`config.mk`:
```
export PLATFORM = sky130hd
export DESIGN_NAME = calc_cmd_sequencer
export DESIGN_NICKNAME = d
export VERILOG_FILES = /design/src/rtl/calc_pkg.sv /design/src/rtl/calc_strobe_timer.sv /design/src/rtl/calc_cmd_sequencer.sv
export SDC_FILE = /design/constraint.sdc
export NUM_CORES = 1
export LEC_CHECK = 0
export CORE_MARGIN = 3
export CORE_UTILIZATION = 25
export CTS_CLUSTER_SIZE = 30
export DETAILED_ROUTE_END_ITERATION = 8
export GPL_ROUTABILITY_DRIVEN = 1
export PLACE_DENSITY_LB_ADDON = 0.2
export SYNTH_ARGS = -nofsm -noshare
export SYNTH_HDL_FRONTEND = slang
export SYNTH_SLANG_ARGS = --single-unit
```
`constraint.sdc`:
```
create_clock -name clk -period 2.65 [get_ports clk]
set_input_delay 0.53 -clock clk [delete_from_list [all_inputs] [get_ports clk]]
set_output_delay 0.53 -clock clk [all_outputs]
set_load 0.03 [all_outputs]
```
`src/rtl/calc_pkg.sv`:
```
// Shared encodings for the calculator command sequencer: calculator pin codes, ALU selects
// and the sequencer state type.
package calc_pkg;

    localparam logic [2:0] OPC_IDLE    = 3'b000;
    localparam logic [2:0] OPC_LOAD_A  = 3'b001;
    localparam logic [2:0] OPC_LOAD_B  = 3'b011;
    localparam logic [2:0] OPC_COMPUTE = 3'b101;

    localparam logic [1:0] CALC_ADD = 2'b00;
    localparam logic [1:0] CALC_SUB = 2'b01;
    localparam logic [1:0] CALC_MUL = 2'b10;
    localparam logic [1:0] CALC_DIV = 2'b11;

    typedef enum logic [3:0] {
        StInit,
        StGapS,
        StIdle,
        StLoadA,
        StGapA,
        StLoadB,
        StGapB,
        StCompute,
        StResp
    } seq_state_e;

    function automatic int unsigned max3(input int unsigned a, input int unsigned b,
                                         input int unsigned c);
        int unsigned m;
        m = (a > b) ? a : b;
        return (m > c) ? m : c;
    endfunction

endpackage

```
`src/rtl/calc_strobe_timer.sv`:
```
// Loadable down-counter shared by the enter, settle and compute-timeout waits.
// expired is high while the count sits at zero.
module calc_strobe_timer #(
    parameter int unsigned WIDTH = 5
) (
    input  logic             clk,
    input  logic             reset_n,
    input  logic             load,
    input  logic [WIDTH-1:0] load_value,
    output logic [WIDTH-1:0] count,
    output logic             expired
);

    logic [WIDTH-1:0] count_q;

    always_ff @(posedge clk or negedge reset_n) begin
        if (!reset_n) begin
            count_q <= '0;
        end else if (load) begin
            count_q <= load_value;
        end else if (count_q != '0) begin
            count_q <= count_q - WIDTH'(1);
        end
    end

    assign count   = count_q;
    assign expired = (count_q == '0);

endmodule

```
`src/rtl/calc_cmd_sequencer.sv`:
```
// Command front-end for the 4-bit calculator: replays start / load A / load B / compute on the
// calculator pins for each accepted command and returns the captured result on a response port.
module calc_cmd_sequencer
    import calc_pkg::*;
#(
    parameter int unsigned ENTER_CYCLES   = 1,
    parameter int unsigned SETTLE_CYCLES  = 1,
    parameter int unsigned TIMEOUT_CYCLES = 16,
    parameter bit          SKIP_SAME_A    = 1'b1
) (
    input  logic       clk,
    input  logic       reset_n,
    input  logic       cmd_valid,
    output logic       cmd_ready,
    input  logic [3:0] cmd_a,
    input  logic [3:0] cmd_b,
    input  logic [1:0] cmd_op,
    output logic       start,
    output logic       enter,
    output logic [3:0] data_in,
    output logic [2:0] op_code,
    output logic [1:0] compute_op,
    input  logic [7:0] calc_result,
    input  logic       calc_done,
    input  logic       calc_negative,
    input  logic       calc_div0,
    output logic       rsp_valid,
    input  logic       rsp_ready,
    output logic [7:0] rsp_result,
    output logic [2:0] rsp_flags
);

    localparam int unsigned CNT_W =
        $clog2(max3(ENTER_CYCLES, SETTLE_CYCLES, TIMEOUT_CYCLES) + 1);
    localparam logic [CNT_W-1:0] ENTER_LOAD   = CNT_W'(ENTER_CYCLES - 1);
    localparam logic [CNT_W-1:0] SETTLE_LOAD  = CNT_W'(SETTLE_CYCLES - 1);
    localparam logic [CNT_W-1:0] TIMEOUT_LOAD = CNT_W'(TIMEOUT_CYCLES - 1);

    seq_state_e state_q, state_d;
    logic [3:0] a_q, a_d, b_q, b_d, last_a_q, last_a_d;
    logic [1:0] op_q, op_d;
    logic       a_valid_q, a_valid_d;

    logic             tmr_load;
    logic [CNT_W-1:0] tmr_value, tmr_count;
    logic             tmr_expired;
    logic             compute_first;

    logic       start_d, enter_d, cmd_ready_d, rsp_valid_d;
    logic [3:0] data_in_d;
    logic [2:0] op_code_d;
    logic [1:0] compute_op_d;
    logic [7:0] rsp_result_d;
    logic [2:0] rsp_flags_d;

    calc_strobe_timer #(
        .WIDTH (CNT_W)
    ) u_timer (
        .clk        (clk),
        .reset_n    (reset_n),
        .load       (tmr_load),
        .load_value (tmr_value),
        .count      (tmr_count),
        .expired    (tmr_expired)
    );

    // The calculator can answer no earlier than the cycle after it first sees COMPUTE.
    assign compute_first = (tmr_count == TIMEOUT_LOAD);

    always_comb begin
        state_d      = state_q;
        a_d          = a_q;
        b_d          = b_q;
        op_d         = op_q;
        last_a_d     = last_a_q;
        a_valid_d    = a_valid_q;
        tmr_load     = 1'b0;
        tmr_value    = '0;
        rsp_result_d = rsp_result;
        rsp_flags_d  = rsp_flags;

        case (state_q)
            StInit: begin
                // First cycle raises start, second cycle drops it.
                if (start) begin
                    state_d   = StGapS;
                    tmr_load  = 1'b1;
                    tmr_value = SETTLE_LOAD;
                end
            end
            StGapS: begin
                if (tmr_expired) state_d = StIdle;
            end
            StIdle: begin
                if (cmd_valid && cmd_ready) begin
                    a_d       = cmd_a;
                    b_d       = cmd_b;
                    op_d      = cmd_op;
                    tmr_load  = 1'b1;
                    tmr_value = ENTER_LOAD;
                    if (SKIP_SAME_A && a_valid_q && (cmd_a == last_a_q)) begin
                        state_d = StLoadB;
                    end else begin
                        state_d = StLoadA;
                    end
                end
            end
            StLoadA: begin
                if (tmr_expired) begin
                    state_d   = StGapA;
                    tmr_load  = 1'b1;
                    tmr_value = SETTLE_LOAD;
                end
            end
            StGapA: begin
                if (tmr_expired) begin
                    state_d   = StLoadB;
                    tmr_load  = 1'b1;
                    tmr_value = ENTER_LOAD;
                    last_a_d  = a_q;
                    a_valid_d = 1'b1;
                end
            end
            StLoadB: begin
                if (tmr_expired) begin
                    state_d   = StGapB;
                    tmr_load  = 1'b1;
                    tmr_value = SETTLE_LOAD;
                end
            end
            StGapB: begin
                if (tmr_expired) begin
                    state_d   = StCompute;
                    tmr_load  = 1'b1;
                    tmr_value = TIMEOUT_LOAD;
                end
            end
            StCompute: begin
                if (calc_done && !compute_first) begin
                    state_d      = StResp;
                    rsp_result_d = calc_result;
                    rsp_flags_d  = {1'b0, calc_div0, calc_negative};
                end else if (tmr_expired) begin
                    // The calculator's A register can no longer be trusted.
                    state_d      = StResp;
                    rsp_result_d = '0;
                    rsp_flags_d  = 3'b100;
                    a_valid_d    = 1'b0;
                end
            end
            StResp: begin
                if (rsp_ready) state_d = StIdle;
            end
            default: state_d = StInit;
        endcase

        // Pin values are decoded from the next state so the output flops track the state.
        start_d      = (state_d == StInit);
        enter_d      = (state_d == StLoadA) || (state_d == StLoadB);
        cmd_ready_d  = (state_d == StIdle);
        rsp_valid_d  = (state_d == StResp);
        data_in_d    = data_in;
        compute_op_d = compute_op;
        op_code_d    = OPC_IDLE;
        case (state_d)
            StLoadA: begin
                op_code_d = OPC_LOAD_A;
                data_in_d = a_d;
            end
            StGapA:  op_code_d = OPC_LOAD_A;
            StLoadB: begin
                op_code_d = OPC_LOAD_B;
                data_in_d = b_d;
            end
            StGapB:  op_code_d = OPC_LOAD_B;
            StCompute: begin
                op_code_d    = OPC_COMPUTE;
                compute_op_d = op_d;
            end
            default: op_code_d = OPC_IDLE;
        endcase
    end

    always_ff @(posedge clk or negedge reset_n) begin
        if (!reset_n) begin
            state_q    <= StInit;
            a_q        <= '0;
            b_q        <= '0;
            op_q       <= '0;
            last_a_q   <= '0;
            a_valid_q  <= 1'b0;
            start      <= 1'b0;
            enter      <= 1'b0;
            cmd_ready  <= 1'b0;
            rsp_valid  <= 1'b0;
            data_in    <= '0;
            op_code    <= '0;
            compute_op <= '0;
            rsp_result <= '0;
            rsp_flags  <= '0;
        end else begin
            state_q    <= state_d;
            a_q        <= a_d;
            b_q        <= b_d;
            op_q       <= op_d;
            last_a_q   <= last_a_d;
            a_valid_q  <= a_valid_d;
            start      <= start_d;
            enter      <= enter_d;
            cmd_ready  <= cmd_ready_d;
            rsp_valid  <= rsp_valid_d;
            data_in    <= data_in_d;
            op_code    <= op_code_d;
            compute_op <= compute_op_d;
            rsp_result <= rsp_result_d;
            rsp_flags  <= rsp_flags_d;
        end
    end

endmodule

```
Word-level counts from Yosys, hierarchy flattened

Cells that the tools add are included.

Add/subtract/negate cells: 1
Multiplexer cells: 36
Reduce and logical (&&, ||, !) cells: 19
Equality and inequality tests: 20

Operators by type and width:

| kind                | count |
|---|---|
| $mux 4              | 16 |
| $pmux 4 s9          | 1 |
| $eq 4x3->1 const B  | 8 |
| $eq 4x2->1 const B  | 4 |
| $mux 8              | 2 |
| $mux 5              | 2 |
| $mux 3              | 3 |
| $pmux 3 s3          | 1 |
| $eq 4x4->1 const B  | 2 |
| $logic_not 4->1     | 2 |
| $pmux 4 s2          | 1 |
| $reduce_bool 2->1   | 4 |
| $mux 1              | 6 |
| $ne 2x2->1 const B  | 3 |
| $eq 5x4->1 const B  | 1 |
| $logic_not 5->1     | 1 |
| $reduce_bool 5->1   | 1 |
| $sub 5x1->5 const B | 1 |
| $eq 4x1->1 const B  | 1 |
| $eq 4x4->1          | 1 |
| $mux 2              | 2 |
| $reduce_and 2->1    | 2 |
| $reduce_and 4->1    | 1 |
| $reduce_or 2->1     | 2 |
| other kinds (6)     | 8 |

Flip-flop bits (word level): 48
Input port bits: 25
Word-level logic and storage cells: 92
Output and inout port bits: 24

Longest topological paths before layout

Gate-level depths: netlist (run 1).

Depth in word-level cells: 8
Gate-level depth with buffers: 10
Gate-level depth less buffers: 9

By module

A second synthesis (run 1) with hierarchy kept.

Cells, all modules: 191
Area, all modules: 2,349.8 µm²

Modules (own cells, without submodules):

| module             | area an instance (µm²) | instances | cells each |
|---|---|---|---|
| calc_cmd_sequencer | 2,070.7                | 1         | 164 |
| calc_strobe_timer  | 279.0                  | 1         | 27 |

Worst setup path before layout (run 1)

Ideal clock, no wire load.

Path type: flip-flop to flip-flop
Start point: register u_timer.count_q[0] (netlist: u_timer.count[0])
End point: register data_in[0]
Setup slack: 0.088 ns
Required time: 2.518 ns
Arrival time: 2.430 ns
Setup time: 0.132 ns
Cell stages (with the launch flop): 10
Buffers on the path: 1
Path through: dfrtp_1 -> inv_1 -> ha_1 -> or4b_4 -> or4_1 -> and3_4 -> buf_6 -> and3_4 -> o41ai_1 -> nand3_1

Word-level cells in the longest chain between the ends: 7
Elaborated cells on any way between the ends: 16
Those cells by class: 3 x eq/ne; 9 x mux; 4 x reduce/logical

Ends and longest elaborated chain:

| element                                                | RTL line                  | text |
|---|---|---|
| from (decl)                                            | calc_strobe_timer.sv:14   | `logic [WIDTH-1:0] count_q;` |
| from (signal assigned)                                 | calc_strobe_timer.sv:20   | `count_q <= load_value;` |
| from (signal assigned)                                 | calc_strobe_timer.sv:22   | `count_q <= count_q - WIDTH'(1);` |
| $eq 5x4->1                                             | calc_cmd_sequencer.sv:68  | `assign compute_first = (tmr_count == TIMEOUT_LOAD);` |
| $logic_not 1->1                                        | calc_cmd_sequencer.sv:139 | `if (calc_done && !compute_first) begin` |
| $logic_and 1x1->1                                      | calc_cmd_sequencer.sv:139 |  |
| $mux 4                                                 | calc_cmd_sequencer.sv:139 |  |
| $pmux 4 s9 (*)                                         | calc_cmd_sequencer.sv:82  | `case (state_q)` |
| $eq 4x3->1 / $eq 4x2->1 (equally long branches)        | calc_cmd_sequencer.sv:165 | `case (state_d)` |
| $pmux 4 s2 / $reduce_bool 2->1 (equally long branches) | -                         |  |
| to (signal assigned)                                   | calc_cmd_sequencer.sv:212 | `data_in <= data_in_d;` |
| to (decl)                                              | calc_cmd_sequencer.sv:20  | `output logic [3:0] data_in,` |

Every way passes the cells marked *; elsewhere a longest branch is shown, timed or not.
A chain may end at the register's enable or synchronous reset.

Worst setup path after layout (run 1)

Start point: register u_timer.count_q[0] (netlist: u_timer.count[0])
End point: register data_in[2]

The elaborated chain is that of the path after synthesis.

==> results.md, run 1 <==
- Clk pin slew, worst setup/hold paths: 0.09 ns
- Total vias in the final route: 1713
- Period minus WS final: 2.54 ns
- IO buf count: 48
- Worst Setup Path Type: flip-flop to flip-flop
- CP startpoint: u_timer.count[0]
- Remaining antenna violation count after routing: 0
- Setup Viol. Count Final: 0
- First-pass GRT wire length: 8950 um
- Critical Path End Type: flip-flop
- Residual DRC: 0
- Seq/Total Area, Yosys: 0.538
- DPL Wire Length: 3900 um
- CTS Buf Count: 5
- Per-cell routed wire length: 14.3 um
- VDD IR max: 0.347 mV
- Vias per inst: 4.64
- Max-Cap Viols: 0
- Nets: 292
- Ys flop type: dfrtp_1
- Synthesized instance count: 197
- I/O Pins: 49
- Slew headroom: 0.602
- Worst Setup Start Kind: flip-flop
- Gr ovfl total: 0
- Tightest Hold Check Type: input port to async pin
- CP max stage cell: or4b_4
- Top delay family on crit path: simple AND/OR/NAND/NOR gates
- CTS tree: yes
- Top post-synthesis cells by area: dfrtp_1, mux2_2, a22o_1
- Final Power: 3.23 mW
- Final hold viol count: 0
- R2R cell count: 8
- Top cell type's share of synthesized area: 0.538
- CTS Buffer Depth: 2
- Reg-to-Reg Start: u_timer.count[0]
- Yosys reg bits: 48
- Worst Path Required: 2.83 ns
- Post-Route WL: 5260 um
- Die area: 0.0101 mm^2
- Distinct cells, synth: 40
- Ant diodes: 0
- Final Cycle Share: 0.958
- Cells along the critical path: inv_1 -> ha_2 -> or4b_4 -> or4_4 -> and3_4 -> and3_4 -> o41ai_2 -> nand3_1
- Setup Fix Bufs, Post-CTS: 0
- Die span in x: 101 um
- Leakage power: 1.34 nW
- Root Buffer: clkbuf_8
- Syn nets: 225
- Gpl congestion: 0.806
- Critical path data arrival time: 2.72 ns
- Initial Util: 0.264
- Die Y: 101 um
- Area grow syn2layout: 37.6%
- Reg2reg setup slack: 0.11 ns
- Async SR Flop Fraction: 1.00
- Htree depth: 2
- DR pass1 iterations: 6
- Synthesized area per cell: 11.3 um^2
- Leading area contributor after synthesis: dfrtp_1
- Post-synth EDFFs: 0
- Fmax: 394 MHz
- Syn Std Cell Area: 0.00223 mm^2
- Clk sink count: 48
- Crit path max fanout: 5
- Core Region: 0.00846 mm^2
- Number of global-route vias before repair: 1826
- Skew-Pair Late Insertion Delay: 0.30 ns
- Skew final: 0.00537 ns
- Layout cells sized above 1: 0.220
- Worst Path Buf+Inv: 1
- TNS Setup: 0 ns
- Status: finished clean
- Layout filler cell count: 850
- Reg2reg end: data_in[2]
- Most frequent CP cell: and3_4
- Worst-Margin Slew: 0.596 ns
- FP Rows: 33
- DR iter-0 viols: 97
- Pins Over Slew Limit: 0
- Power Density: 1050 mW/mm^2
- Initial antenna violation count: 0
- Largest net degree at the start of global routing: 49
- Ys Warns: 0
- GRT Overall Usage: 0.111
- Largest stage delay on the critical path: 0.48 ns
[report_power, final]
| part | leakage [nW] | total [mW] | switching (mW) | internal (mW) |
|---|---|---|---|---|
| Sequential | 0.610 | 1.15 | 0.162 | 0.990 |
| Combinational | 0.688 | 1.66 | 0.871 | 0.791 |
| Clock | 0.0400 | 0.418 | 0.239 | 0.179 |
[cell usage after synthesis, types with 2 or more instances]
master,n
xnor2_1,8
nand3_1,11
xor2_1,2
a21oi_1,7
nand4b_1,2
ha_1,3
or4_1,2
and3_4,2
nor2_1,15
a22o_1,10
inv_1,5
nand2_1,10
and2_1,3
mux2_2,16
o41ai_1,4
o21ai_0,6
and3_1,3
nand4_1,9
nor3_1,4
dfrtp_1,48
clkbuf_1,7
o21a_1,2
[final cells by class]
type / instances / area [um^2] / area share
Clock buffer: 5 / 68.8 / 0.0224
Clock inverter: 2 / 12.5 / 0.00407
Inverter: 6 / 22.5 / 0.00733
Multi-Input combinational cell: 134 / 1000 / 0.327
Sequential cell: 48 / 1200 / 0.391
Tap cell: 105 / 131 / 0.0427
Timing Repair Buffer: 69 / 633 / 0.206
[placed cells by master, fill, tap and decap left out, types with 2 or more instances in the layout]
| master | n |
|---|---|
| nand2_1 | 10 |
| clkbuf_8 | 5 |
| and3_4 | 2 |
| clkdlybuf4s50_1 | 47 |
| and3_1 | 3 |
| o21a_1 | 2 |
| ha_1 | 2 |
| a22o_1 | 10 |
| inv_2 | 2 |
| dfrtp_1 | 48 |
| inv_1 | 4 |
| xor2_1 | 2 |
| buf_4 | 21 |
| nand4b_1 | 2 |
| xnor2_1 | 8 |
| nor2_1 | 15 |
| nand3_1 | 11 |
| a21oi_1 | 7 |
| o21ai_0 | 6 |
| mux2_2 | 16 |
| and2_1 | 3 |
| nand4_1 | 9 |
| nor3_1 | 4 |
| o41ai_2 | 4 |
[logic make-up (layout without fill, tap and decap cells)]
group,after synthesis,in the layout,synth area share
AOI/OAI and AO/OA,35,35,0.114
xor gates and xnor gates,10,10,0.0392
buffers and inverters,15,82,0.0291
muxes,16,16,0.0806
and+or+nand+nor,70,70,0.183
adders and majority gates,3,3,0.0168
DFF,48,48,0.538
[flip-flops by register name, summed over array words and instances (netlist names), 2 cells and up]
| name | cells |
|---|---|
| rsp_result | 8 |
| op_q | 2 |
| u_timer.count | 5 |
| compute_op | 2 |
| a_q | 4 |
| last_a_q | 4 |
| op_code | 3 |
| b_q | 4 |
| state_q | 4 |
| data_in | 4 |
| rsp_flags | 3 |
[metrics by stage]
stage	setup WS [ns]	instances	hold WS, ns	util	area, um^2
after floorplan	0.0877	197	0.234	-	2230
after global placement	-0.0186	362	0.482	0.349	2960
after detailed placement	-0.0410	362	0.488	0.349	2960
after CTS	0.0467	369	0.354	0.359	3040
after global routing	-0.0244	369	0.368	0.363	3070
final	0.112	369	0.326	0.363	3070
[per-layer routing]
metal	routed length, um	share of wire	vias to the layer above	track usage
li1	-	-	849	-
met5	0	0	-	0
met4	57	0.011	0	0.0311
met2	2380	0.45	34	0.171
met1	2570	0.49	824	0.156
met3	254	0.048	6	0.0256
[repair_timing]
| item | in CTS | in global routing |
|---|---|---|
| resized for setup | 0 | 7 |
| hold buffers | 0 | 0 |
| endpoints found under the setup margin | 0 | 4 |
| endpoints found under the hold margin | 0 | 0 |
[how the worst max path moves through the flow]
| stage | slack [ns] | depth (start not counted) | to |
|---|---|---|---|
| after global placement | -0.02 | 8 | compute_op[1] |
| after CTS | 0.05 | 8 | data_in[0] |
| after detailed placement | -0.04 | 8 | compute_op[1] |
| after global routing | -0.02 | 8 | data_in[2] |
| after floorplan | 0.09 | 9 | data_in[0] |
| final | 0.11 | 8 | data_in[2] |
[worst register-to-register path: cells and delay by family, from the launching register on]
family | cells | cell delay [ns]
compound gates | 1 | 0.32
fa+ha+maj | 1 | 0.19
simple gates | 5 | 1.44
flops | 1 | 0.40
buf+inv | 1 | 0.08
(Power assumes the default switching activity.)
==> run 2, diff against run 1 <==
--- a/config.mk
+++ b/config.mk
@@ -5,6 +5,7 @@
 export SDC_FILE = /design/constraint.sdc
 export NUM_CORES = 1
 export LEC_CHECK = 0
+export CORE_ASPECT_RATIO = 2
 export CORE_MARGIN = 3
 export CORE_UTILIZATION = 25
 export CTS_CLUSTER_SIZE = 30
==> run 2 against run 1 <==
Against the previous run:
- fmax is 0.36% lower
- design area grew 2.8%
- power increased by 12%
- critical path type unchanged
- critical path depth unchanged
- critical endpoint is now data_in[1]
==> results.md, run 2 (synthesized netlist as in run 1, its figures left out) <==
- Critical Path End Type: flip-flop (unchanged)
- Ant diodes: 0 (unchanged)
- Tightest Hold Check Type: input port to async pin (unchanged)
- Final Cell Area: 0.00316 mm^2 (was 0.00307 mm^2)
- Worst slack at placement: 0.0321 ns (was -0.0410 ns)
- CTS Buffer Depth: 2 (unchanged)
- Leakage power: 1.38 nW (was 1.34 nW)
- GRT Overall Usage: 0.130 (was 0.111)
- Initial antenna violation count: 0 (unchanged)
- Number of global-route vias before repair: 1936 (was 1826)
- FP Rows: 48 (was 33)
- Max-Cap Viols: 0 (unchanged)
- Critical path data arrival time: 2.72 ns (about the same)
- Vias per inst: 4.83 (was 4.64)
- Gpl congestion: 0.755 (was 0.806)
- Period minus WS final: 2.55 ns (was 2.54 ns)
- Worst-Margin Slew: 0.545 ns (was 0.596 ns)
- Layout cells sized above 1: 0.213 (was 0.220)
- TNS Setup: 0 ns (unchanged)
- DR iter-0 viols: 77 (was 97)
- Hold_buf cts: 0 (unchanged)
- VDD IR max: 0.510 mV (was 0.347 mV)
- Skew final: 0.00836 ns (was 0.00537 ns)
- Skew-Pair Late Insertion Delay: 0.30 ns (about the same)
- R2R cell count: 8 (unchanged)
- Residual DRC: 0 (unchanged)
- Area after DPL: 0.00294 mm^2 (was 0.00296 mm^2)
- Die Y: 140 um (was 101 um)
- Remaining antenna violation count after routing: 0 (unchanged)
- Commonest non-fill, non-tap cell in the layout: dfrtp_1 (unchanged)
- I/O Pins: 49 (unchanged)
- Largest Register: rsp_result (unchanged)
- DR pass1 iterations: 4 (was 6)
- Final hold viol count: 0 (unchanged)
- Slew headroom: 0.637 (was 0.602)
- Post-Route WL: 6140 um (was 5260 um)
- Reg-to-Reg Start: u_timer.count[1] (was u_timer.count[0])
- Clk sink count: 48 (unchanged)
- Setup Viol. Count Final: 0 (unchanged)
- Die area: 0.0102 mm^2 (was 0.0101 mm^2)
- CTS tree: yes (unchanged)
- Reg2reg end: data_in[1] (was data_in[2])
- Clk pin slew, worst setup/hold paths: 0.07 ns (was 0.09 ns)
- Nets: 290 (was 292)
- IO buf count: 48 (unchanged)
- Per-cell routed wire length: 16.9 um (was 14.3 um)
- Total vias in the final route: 1754 (was 1713)
- Die span in x: 72.9 um (was 101 um)
- Final Cycle Share: 0.961 (was 0.958)
- Fin util: 0.366 (was 0.363)
- Post-route insts no fill: 363 (was 369)
- Root Buffer: clkbuf_16 (was clkbuf_8)
- Leading cell types in the layout, fill and taps excluded: dfrtp_1, clkdlybuf4s50_1, buf_4 (unchanged)
- Pins Over Slew Limit: 0 (unchanged)
- CTS Buf Count: 5 (unchanged)
- Initial Util: 0.258 (was 0.264)
- Core Region: 0.00865 mm^2 (was 0.00846 mm^2)
- Worst Setup Start Kind: flip-flop (unchanged)
- Placed cell count: 354 (was 362)
- First-pass GRT wire length: 9890 um (was 8950 um)
- Largest register FFs: 8 (unchanged)
- Reg2reg setup slack: 0.10 ns (was 0.11 ns)
- Area grow syn2layout: 41.5% (was 37.6%)
- Power Density: 1140 mW/mm^2 (was 1050 mW/mm^2)
- DPL Wire Length: 4800 um (was 3900 um)
- Crit path max fanout: 5 (unchanged)
- Worst Path Required: 2.82 ns (was 2.83 ns)
- Status: finished clean (unchanged)
- Largest net degree at the start of global routing: 28 (was 49)
- Fmax: 393 MHz (was 394 MHz)
- Htree depth: 2 (unchanged)
- Gr ovfl total: 0 (unchanged)
- Worst Setup Path Type: flip-flop to flip-flop (unchanged)
- PnR worst setup slack: 0.103 ns (was 0.112 ns)
## run 2: per-layer routing
metal  track usage  wire length, um
met2         0.251             3740
met5             0                0
met4        0.0554              140
met1         0.126             2070
met3        0.0246              190
## run 2: area by class of cell
class                   instances  area [um^2]
clock buffers                   6          139
clock inverters                 2         38.8
fillers                       915         5490
inverters                       6         22.5
multi-input cells             134         1000
flip-flops and latches         48         1200
well taps                     100          125
repair buffers                 67          631
## run 2: worst max-delay path by stage
stage                     startpoint       endpoint  slack [ns]  cells after the start
global route        u_timer.count[1]     data_in[1]       -0.01                      8
CTS                 u_timer.count[0]     data_in[3]       0.005                      8
detailed placement          cmd_a[0]  compute_op[1]        0.03                      8
global placement            cmd_a[3]  compute_op[0]        0.03                      8
finish              u_timer.count[1]     data_in[1]        0.10                      8
floorplan           u_timer.count[0]     data_in[0]        0.09                      9
## run 2: worst max-delay path: stages, from the launching register on
cell and delay [ns]:
dfrtp_1 0.38, inv_1 0.08, ha_2 0.19, or4b_4 0.47, or4_4 0.43, and3_4 0.22, and3_4 0.21, o41ai_2 0.32
nand3_1 0.11
## run 2: power breakdown
part           internal [mW]  leakage, nW  switching [mW]
clock                  0.473       0.0871           0.291
sequential             0.991        0.610           0.168
combinational          0.787        0.685           0.906
## run 2: timing repair
action                                  CTS  global route
resized for setup                         0             6
endpoints found under the setup margin    0             4
setup buffers                             0             1
## run 2: per-stage QoR
| step | power (mW) | hold slack (ns) |
|---|---|---|
| after floorplan | 2.15 | 0.234 |
| after global placement | 2.82 | 0.481 |
| after detailed placement | 2.84 | 0.491 |
| after CTS | 3.62 | 0.230 |
| after global routing | 3.85 | 0.255 |
| final | 3.62 | 0.206 |
